===== src/rtl/temporal_encoder.sv =====
// Race-logic temporal encoder: per-channel binary values become spike lines timed within a gamma cycle.
// Vectors enter a shadow buffer over valid/ready and are promoted to the active set at each slot-0 edge.
module temporal_encoder #(
    parameter int unsigned GAMMA_CYCLE_WIDTH = 16,
    parameter int unsigned NUM_INPUTS        = 16,
    parameter int unsigned PULSE_WIDTH       = 8,
    parameter int unsigned PULSE_MODE        = 0,
    parameter int unsigned VAL_W             = $clog2(GAMMA_CYCLE_WIDTH) + 1
) (
    input  logic                        aclk,
    input  logic                        grst,
    input  logic                        en,
    input  logic                        in_valid,
    output logic                        in_ready,
    input  logic [NUM_INPUTS*VAL_W-1:0] in_data,
    output logic [NUM_INPUTS-1:0]       y,
    output logic                        gamma_start,
    output logic                        underrun
);

    localparam int unsigned SLOT_W = $clog2(GAMMA_CYCLE_WIDTH);
    localparam int unsigned CMP_W  = VAL_W + 1;
    localparam int unsigned DATA_W = NUM_INPUTS * VAL_W;

    localparam logic [SLOT_W-1:0] LAST_SLOT = SLOT_W'(GAMMA_CYCLE_WIDTH - 1);
    localparam logic [CMP_W-1:0]  GAMMA_C   = CMP_W'(GAMMA_CYCLE_WIDTH);
    localparam logic [CMP_W-1:0]  PULSE_C   = CMP_W'(PULSE_WIDTH);
    localparam logic [VAL_W-1:0]  NEVER_VAL = VAL_W'(GAMMA_CYCLE_WIDTH);
    localparam logic [DATA_W-1:0] ALL_NEVER = {NUM_INPUTS{NEVER_VAL}};

    logic [SLOT_W-1:0]     slot_q, slot_d;
    logic                  run_q, run_d;
    logic [DATA_W-1:0]     shadow_q, shadow_d;
    logic                  in_ready_q, in_ready_d;
    logic [DATA_W-1:0]     active_q, active_d;
    logic [NUM_INPUTS-1:0] y_q, y_d;
    logic                  gamma_start_q, gamma_start_d;
    logic                  underrun_q, underrun_d;
    logic                  handshake;
    logic                  begin_slot0;

    // Spike rule for one channel at slot s; widened compare keeps v+PULSE_WIDTH from wrapping.
    function automatic logic spike(input logic [VAL_W-1:0] v, input logic [SLOT_W-1:0] s);
        logic [CMP_W-1:0] v_ext;
        logic [CMP_W-1:0] s_ext;
        logic             hit;
        v_ext = CMP_W'(v);
        s_ext = CMP_W'(s);
        hit   = (v_ext < GAMMA_C) && (s_ext >= v_ext);
        if (PULSE_MODE != 0) begin
            hit = hit && (s_ext < (v_ext + PULSE_C));
        end
        return hit;
    endfunction

    always_comb begin
        slot_d        = slot_q;
        run_d         = run_q;
        shadow_d      = shadow_q;
        in_ready_d    = in_ready_q;
        active_d      = active_q;
        y_d           = '0;
        gamma_start_d = 1'b0;
        underrun_d    = 1'b0;
        begin_slot0   = 1'b0;
        handshake     = in_valid && in_ready_q;

        if (en) begin
            run_d       = 1'b1;
            begin_slot0 = !run_q || (slot_q == LAST_SLOT);
            slot_d      = begin_slot0 ? '0 : slot_q + SLOT_W'(1);
        end else begin
            run_d  = 1'b0;
            slot_d = '0;
        end

        // Promotion looks at the pre-edge shadow; a same-edge handshake only refills the shadow.
        if (begin_slot0) begin
            gamma_start_d = 1'b1;
            if (!in_ready_q) begin
                active_d   = shadow_q;
                in_ready_d = 1'b1;
            end else begin
                active_d   = ALL_NEVER;
                underrun_d = 1'b1;
            end
        end

        if (handshake) begin
            shadow_d   = in_data;
            in_ready_d = 1'b0;
        end

        if (en) begin
            for (int i = 0; i < int'(NUM_INPUTS); i++) begin
                y_d[i] = spike(active_d[i*VAL_W +: VAL_W], slot_d);
            end
        end
    end

    always_ff @(posedge aclk or negedge grst) begin
        if (!grst) begin
            slot_q        <= '0;
            run_q         <= 1'b0;
            shadow_q      <= '0;
            in_ready_q    <= 1'b1;
            active_q      <= ALL_NEVER;
            y_q           <= '0;
            gamma_start_q <= 1'b0;
            underrun_q    <= 1'b0;
        end else begin
            slot_q        <= slot_d;
            run_q         <= run_d;
            shadow_q      <= shadow_d;
            in_ready_q    <= in_ready_d;
            active_q      <= active_d;
            y_q           <= y_d;
            gamma_start_q <= gamma_start_d;
            underrun_q    <= underrun_d;
        end
    end

    assign in_ready    = in_ready_q;
    assign y           = y_q;
    assign gamma_start = gamma_start_q;
    assign underrun    = underrun_q;

endmodule

===== config.mk =====
export PLATFORM = sky130hd
export DESIGN_NAME = temporal_encoder
export DESIGN_NICKNAME = d
export VERILOG_FILES = /design/src/rtl/temporal_encoder.sv
export SDC_FILE = /design/constraint.sdc
export NUM_CORES = 1
export LEC_CHECK = 0
export ABC_AREA = 1
export CAP_MARGIN = 5
export CELL_PAD_IN_SITES_DETAIL_PLACEMENT = 0
export CELL_PAD_IN_SITES_GLOBAL_PLACEMENT = 1
export CORE_MARGIN = 8
export CORE_UTILIZATION = 39
export CTS_CLUSTER_DIAMETER = 200
export CTS_CLUSTER_SIZE = 40
export DETAILED_ROUTE_END_ITERATION = 8
export PLACE_DENSITY = 0.87
export SLEW_MARGIN = 0
export SYNTH_ARGS = -nofsm -noshare
export SYNTH_HDL_FRONTEND = slang
export SYNTH_SLANG_ARGS = --single-unit

===== constraint.sdc =====
create_clock -name aclk -period 2.2 [get_ports aclk]
set_input_delay 0.22 -clock aclk [delete_from_list [all_inputs] [get_ports aclk]]
set_output_delay 0.22 -clock aclk [all_outputs]
set_load 0.005 [all_outputs]

# [After elaboration in Yosys (flattened, before gate mapping)]
# Cells that the tools add are included.
[totals] register_bits=184 out_inout_bits=19
[op_classes] n_addsub=1 magnitude_cmp=32 eq_ne=1 n_mux=12 n_reduce_logical=20
[op_table] operator="$mux W80" n=2
[op_table] operator="$ge A4 B5 Y1" n=16
[op_table] operator="$lt A5 B5 Y1 const B" n=16
[op_table] operator="$logic_and A1 B1 Y1" n=17
[op_table] operator="$mux W16" n=1
[op_table] operator="$mux W4" n=2
[op_table] operator="$mux W1" n=7
[op_table] operator="$add A4 B1 Y4 const B" n=1
[op_table] operator="$eq A4 B4 Y1 const B" n=1
[op_table] operator="$reduce_bool A2 Y1" n=1
[op_table] operator="$logic_not A1 Y1" n=1
[op_table] operator="$logic_or A1 B1 Y1" n=1

# [Depth between registers and ports, before layout]
[depth] depth_word=7 mapped_depth=17 mapped_depth_nobuf=16

# [Least setup slack after synthesis]
# OpenSTA, ideal clock, no wires.
[synth_path] kind="flip-flop to flip-flop" start="register slot_q[0]" end="register y_q[11] (netlist: y[11])" setup_ns=0.120 arrival_ns=2.183 required_ns=2.080 path_slack_ns=-0.103 path_stages_with_launch=14 n_path_buf=0 period_less_slack_ns=2.303 cell_sequence="dfrtp_1 -> ha_1 -> nand3_2 -> nand2_4 -> nor2_1 -> inv_1 -> nor2_1 -> ha_1 -> nand2_1 -> nand2_1 -> nand2_1 -> nand2_1 -> nand2_1 -> a21oi_1"
[synth_via] elab_chain_len=7 elab_cells_between_ends=11 classes_between="add/sub: 1; order compare: 2; eq/ne: 1; mux: 5; reduce/logical: 2"
[synth_lines] item="from (decl)" line_no="31" source="logic [SLOT_W-1:0] slot_q, slot_d;"
[synth_lines] item="from (signal assigned)" line_no="112" source="slot_q <= slot_d;"
[synth_lines] item="parallel branches: the longest is 2 deep, another holds $add A4 B1 Y4"
[synth_lines] item="$mux W4 *" line_no="71" source="slot_d = begin_slot0 ? '0 : slot_q + SLOT_W'(1);"
[synth_lines] item="$mux W4 *" line_no="68" source="if (en) begin"
[synth_lines] item="named net slot_d[1]" line_no="31"
[synth_lines] item="$ge A4 B5 Y1 *" line_no="49" source="hit = (v_ext < GAMMA_C) && (s_ext >= v_ext);"
[synth_lines] item="$logic_and A1 B1 Y1 *" line_no="49"
[synth_lines] item="$mux W16 *" line_no="94" source="if (en) begin"
[synth_lines] item="named net y_d[11]" line_no="36" source="logic [NUM_INPUTS-1:0] y_q, y_d;"
[synth_lines] item="to (signal assigned)" line_no="117" source="y_q <= y_d;"
[synth_lines] item="to (decl)" line_no="36"
# Mark *: on every way through the listed nets, which the timed path passes.
# A chain may end at the register's enable or synchronous reset.

# [Worst setup path in the final report]
[layout_path] start="register slot_q[0]" end="register y_q[7] (netlist: y[7])"
[layout_via] elab_chain_len=7 elab_cells_between_ends=11 classes_between="add/sub: 1; order compare: 2; eq/ne: 1; mux: 5; reduce/logical: 2"
[layout_lines] item="$eq A4 B4 Y1 *" line_no="70" source="begin_slot0 = !run_q || (slot_q == LAST_SLOT);"
[layout_lines] item="$logic_or A1 B1 Y1 *" line_no="70"
[layout_lines] item="$mux W1 *" line_no="68"
[layout_lines] item="$mux W80 *" line_no="78" source="if (begin_slot0) begin"
[layout_lines] item="named net active_d[36]" line_no="35" source="logic [DATA_W-1:0] active_q, active_d;"
[layout_lines] item="$lt A5 B5 Y1 or $ge A4 B5 Y1 (tied branches)" line_no="49"
[layout_lines] item="$logic_and A1 B1 Y1 *" line_no="49"
[layout_lines] item="$mux W16 *" line_no="94"
[layout_lines] item="named net y_d[7]" line_no="36"
# The timed path passes the listed nets; every way through them passes the cells marked *.

==> impl_metrics.toml <==
[outcome]
status = "finished, final reports clean"

[min_path]
hp-class = "input port to flip-flop"

[setup_path]
setup.worst_path.start_class = "flip-flop"
worstReg2RegEnd = "y[7]"
critical_path_depth = 16
path_common_cell = "nand2_1"
cpMaxStageDelayCell = "dfrtp_1"
cells_along_the_critical_path = "ha_2, nand3_2, nand2_4, nand2_8, clkinv_8, buf_4, nand3_1, o21ai_0, inv_1, ha_1, nand2_1, nand2_1, nand2_1, nand2_1, nand2_1, a21oi_1"
crit_end = "y[7]"
timing.reg2reg.worst_path_depth = 16
timing.critical_path.from = "slot_q[0]"
cp_top_family = "simple AND/OR/NAND/NOR gates"
cpPeakStageDelay_ns = 0.37
crit_type = "flip-flop to flip-flop"
cp_data_arrival_time_ns = 2.45
crit_required_ns = 2.52
cp_max_fo = 15
setup.reg_to_reg.worst_slack_ns = 0.07
r2r-start = "slot_q[0]"
cp_num_buf_inv = 3
cp-end-kind = "flip-flop"

[final_layout]
mostFrequentLayoutCell = "nand2_1"
area_delta_synth_final_pct = 26.7
fill_cells = 2087
design.final.nets = 1326
most-common-layout-cells = "398 x nand2_1, 167 x dfrtp_1, 142 x inv_1"
layout-drive-gt1-share_pct = 17.1
antenna_cells = 0

[yosys]
ys_warnings = 0
postSynthNetCount = 1200
post-synth-top-area-fraction_pct = 46.5
synth_area_um2 = 8980
postSynthCellCount = 1051
yosys.cell_types.count = 26
synth.yosys.seq_area_share_pct = 51.5
synth.top_cells.by_area = "dfrtp_1 47%, nand2_1 17%, ha_1 9.1%"
synth_seq_cells = 184
syn_avg_cell_area_um2 = 8.55
synth_area_leader = "dfrtp_1"

[timing]
timing.final.crit_share_pct = 96.9
setup_skew_ns = 0.0110
final-hold-violation-count = 0
pins_over_their_slew_limit = 0
final.hold.worst_slack_ns = 0.0526
maximum_clock_frequency_ghz = 0.469
least_margin_pin_slew_ns = 0.844
period_needed_ns = 2.13
unrepaired_setup_endpoints_after_global_routing = "true"
finalSetupTns_ns = 0
setup_viol = 0
slew_headroom_pct = 43.7

[global_route]
grt_util_all_layers_pct = 14.9
grt_overflow_total = 0
antenna_found_initial = 0
grt_max_degree = 81
number_of_global_route_vias_before_repair = 6897
wire_length_of_the_first_global_routing_pass_um = 33800

[floorplanning]
floorplan.rows = 55
core_area_um2 = 22600
design.portCount = 103
floorplan.die_area_um2 = 28100
height_of_the_die_um = 168
fp.dieW_um = 168
initial_utilization_pct = 39.7

[routing]
detail_route.wl_per_cell_um = 13.9
ant_nets = 0
vias = 6772
post-route-drc-count = 0
initialDrtViolationCount = 335
drt_first_pass_iters = 6
number_of_vias_per_cell_after_detailed_routing = 4.59
totalWireLength_um = 20400

[clock_network]
number_of_buffers_inserted_during_clock_tree_synthesis = 17
clockBufferDepth = 2
cts-root-buf = "clkbuf_16"
cts_tree = "done"
clk_pin_slew_ns = 0.07
worstSkewPairLatency_ns = 0.43
h_tree_level_count = 4
cts_num_sinks = 184

[job]
drv.max_cap_violation_count = 0

[place]
gpl.final_weighted_congestion = 0.757
io_buffers = 102
place_hpwl_um = 14100

[power]
p_total_mw = 11.0
p_leak_nw = 5.70
power_per_standard_cell_area_nw_per_um2 = 969
max-vdd-ir-drop_uv = 493
==> state kept, by name (all words and copies together) (netlist names) <==
register and count:
shadow_q 80, slot_q 4, underrun 1, gamma_start 1, active_q 80, in_ready 1, run_q 1, y 16
==> power by group <==
part	leakage [nW]	internal, mW	switching [mW]	total, mW
clock	0.291	1.83	1.34	3.17
sequential	2.32	4.41	0.473	4.88
combinational	3.08	1.31	1.67	2.98
==> synth_stat cells, drive strengths merged <==
master,n
xor2,1
inv,166
o21ai,64
buf,30
xnor2,1
dfstp,17
clkinv,1
dfrtp,167
a21oi,17
ha,65
nand2,403
clkbuf,15
or2,16
nor2,6
nand3,82
==> stage by stage <==
step / setup WS, ns / util [%] / area [um^2] / std cells
finish: 0.0691 / 50.3 / 11400 / 1475
floorplan: 0.0311 / - / 8990 / 1051
detailed placement: 0.0341 / 46.7 / 10600 / 1435
CTS: 0.0157 / 49.5 / 11200 / 1468
global placement: 0.0943 / 46.7 / 10600 / 1435
global route: -0.104 / 50.3 / 11400 / 1475
==> worst register-to-register path: stages, from the launching register on <==
cell and delay, ns:
dfrtp_1 0.37, ha_2 0.21, nand3_2 0.09, nand2_4 0.11, nand2_8 0.08, clkinv_8 0.10, buf_4 0.20, nand3_1 0.08
o21ai_0 0.10, inv_1 0.08, ha_1 0.29, nand2_1 0.07, nand2_1 0.04, nand2_1 0.05, nand2_1 0.04, nand2_1 0.05
a21oi_1 0.06
==> cell type report <==
| class | instances | area (um^2) | share of cell area, % |
|---|---|---|---|
| sequential | 184 | 4630 | 40.6 |
| tap | 285 | 357 | 3.13 |
| clock buffer | 19 | 443 | 3.89 |
| multi-input combinational | 655 | 3570 | 31.4 |
| inverter | 167 | 642 | 5.64 |
| timing repair buffer | 152 | 1570 | 13.8 |
| clock inverter | 13 | 170 | 1.49 |
==> per-layer routing <==
metal | GRT usage (%) | share of wire [%] | vias to the layer above
li1 | - | - | 3476
met1 | 18.9 | 47 | 3192
met2 | 25.6 | 50 | 93
met3 | 2.59 | 2.6 | 11
met4 | 4.46 | 0.92 | 0
met5 | 0 | 0 | -
==> logic make-up after synthesis <==
| group | Yosys count | synth area share, % |
|---|---|---|
| buffers and inverters | 212 | 9.75 |
| adder cells (fa/ha/maj) | 65 | 9.05 |
| XOR/XNOR | 2 | 0.195 |
| AND/OR/NAND/NOR | 507 | 24.1 |
| flip-flops | 184 | 51.5 |
| AO/OA/AOI/OAI | 81 | 5.39 |
==> repair_timing <==
item,in CTS,in global routing
hold endpoints to repair,70,0
buffers inserted,0,5
gates cloned,0,2
endpoints found under the setup margin,2,16
gates resized for setup,2,42
hold buffers,1,0
==> worst min-delay path by stage <==
| stage | start | end | slack (ns) | cells past startpoint |
|---|---|---|---|---|
| 6_report | en | run_q | 0.05 | 1 |
| 2_1_floorplan | grst | active_q[0] | -0.08 | 0 |
| 3_3_place_gp | grst | shadow_q[43] | 0.31 | 1 |
| 5_1_grt | en | run_q | 0.04 | 1 |
| 4_1_cts | en | run_q | 0.02 | 1 |
| 3_5_place_dp | grst | shadow_q[46] | 0.31 | 1 |
Power figures use the tool's default switching activity.
==> RTL edit, RTL diff (same settings) <==
Change the parameter `NUM_INPUTS` from 16 to 18.
--- a/src/rtl/temporal_encoder.sv
+++ b/src/rtl/temporal_encoder.sv
@@ -4,3 +4,3 @@
     parameter int unsigned GAMMA_CYCLE_WIDTH = 16,
-    parameter int unsigned NUM_INPUTS        = 16,
+    parameter int unsigned NUM_INPUTS        = 18,
     parameter int unsigned PULSE_WIDTH       = 8,
Ports: changed (resized in_data and y); port bits go from 103 to 115. No check against the original RTL was run, so the function may have changed too.
==> RTL edit against the unedited design <==
The flow now finishes with violations (negative setup slack). Core utilization fell by 1.4 points. Routed wire length grew 17%. Total power rose by 0.25%. Sequential cell count rose by 22. Setup slack worse by 0.072 ns. Sequential share of layout area hardly changed. Synthesized area is 15% higher. Design area increased by 12%. Critical path type unchanged.
==> RTL edit: results (changes against the unedited design) <==
stage;metric;value;unit;change
floorplanning;die-area;32000;sq um;was 28,100 sq um
worst_setup_path;worstSetupEndpoint;y[13];;was y[7]
global_routing;grt_pass1_wl;38.3;mm;was 33.8 mm
placement;portBuffers;114;;was 102
clocking;clk_latency;0.49;ns;was 0.43 ns
routing;wl_met3;917;microns;was 525 microns
sta;setup_violations;1;;was 0
power;p_leak;6.28;nW;was 5.70 nW
clocking;cts_buffer_depth;3;;was 2
sta;skew;0.0684;ns;was 0.0110 ns
worst_setup_path;slowest_delay;0.43;ns;was 0.37 ns
placement;dpl.cell_count;1610;;was 1,435
status;status;complete, but fails checks;;was complete, no violations
routing;drt_iter0_drc;385;;was 335
logic_synthesis;synth-seq-area-share;0.500;;was 0.515
sta;whs;0.125;ns;was 0.0526 ns
power;vdd_drop_max;0.534;mV;was 0.493 mV
routing;finalWirelength;23.9;mm;was 20.4 mm
cells_and_area;nFillCells;2459;;was 2,087
status;violations;negative setup slack;;
power;p_comb_frac;0.323;;was 0.270
routing;dr.pass1.iters;5;;was 6
clocking;cts_buffers;9;;was 17
sta;tightestPinTransition;0.987;ns;was 0.844 ns
sta;setup_ws;-0.00331;ns;was 0.0691 ns
global_routing;gr-usage-met1;0.205;;was 0.189
cells_and_area;drive_gt1_frac;0.224;;was 0.171
routing;via_per_inst;4.59;;about the same
RTL edit: cell count changes in the layout (fill, tap and decap cells not counted), sizes merged, moves of 8 or more:
cell           delta
clkbuf            -8
clkdlybuf4s50    +12
dfrtp            +20
ha                +8
inv              +20
nand2            +50
nand3            +10
o21ai             +8
RTL edit: final cells by class:
class / count / area [sq um] / share of cell area
sequential: 206 / 5180 / 0.406
multi-input combinational: 735 / 4320 / 0.339
timing repair buffer: 170 / 1820 / 0.143
inverter: 188 / 729 / 0.0573
tap: 335 / 419 / 0.0329
clock buffer: 10 / 229 / 0.0180
clock inverter: 1 / 30.0 / 0.00236
timing repair inverter: 2 / 15.0 / 0.00118
RTL edit: logic make-up after synthesis:
| group | synth area share |
|---|---|
| and+or+nand+nor | 0.247 |
| AOI/OAI and AO/OA | 0.0632 |
| buffers and inverters | 0.100 |
| xor gates and xnor gates | 0.00169 |
| adders and majority gates | 0.0882 |
| DFF | 0.500 |
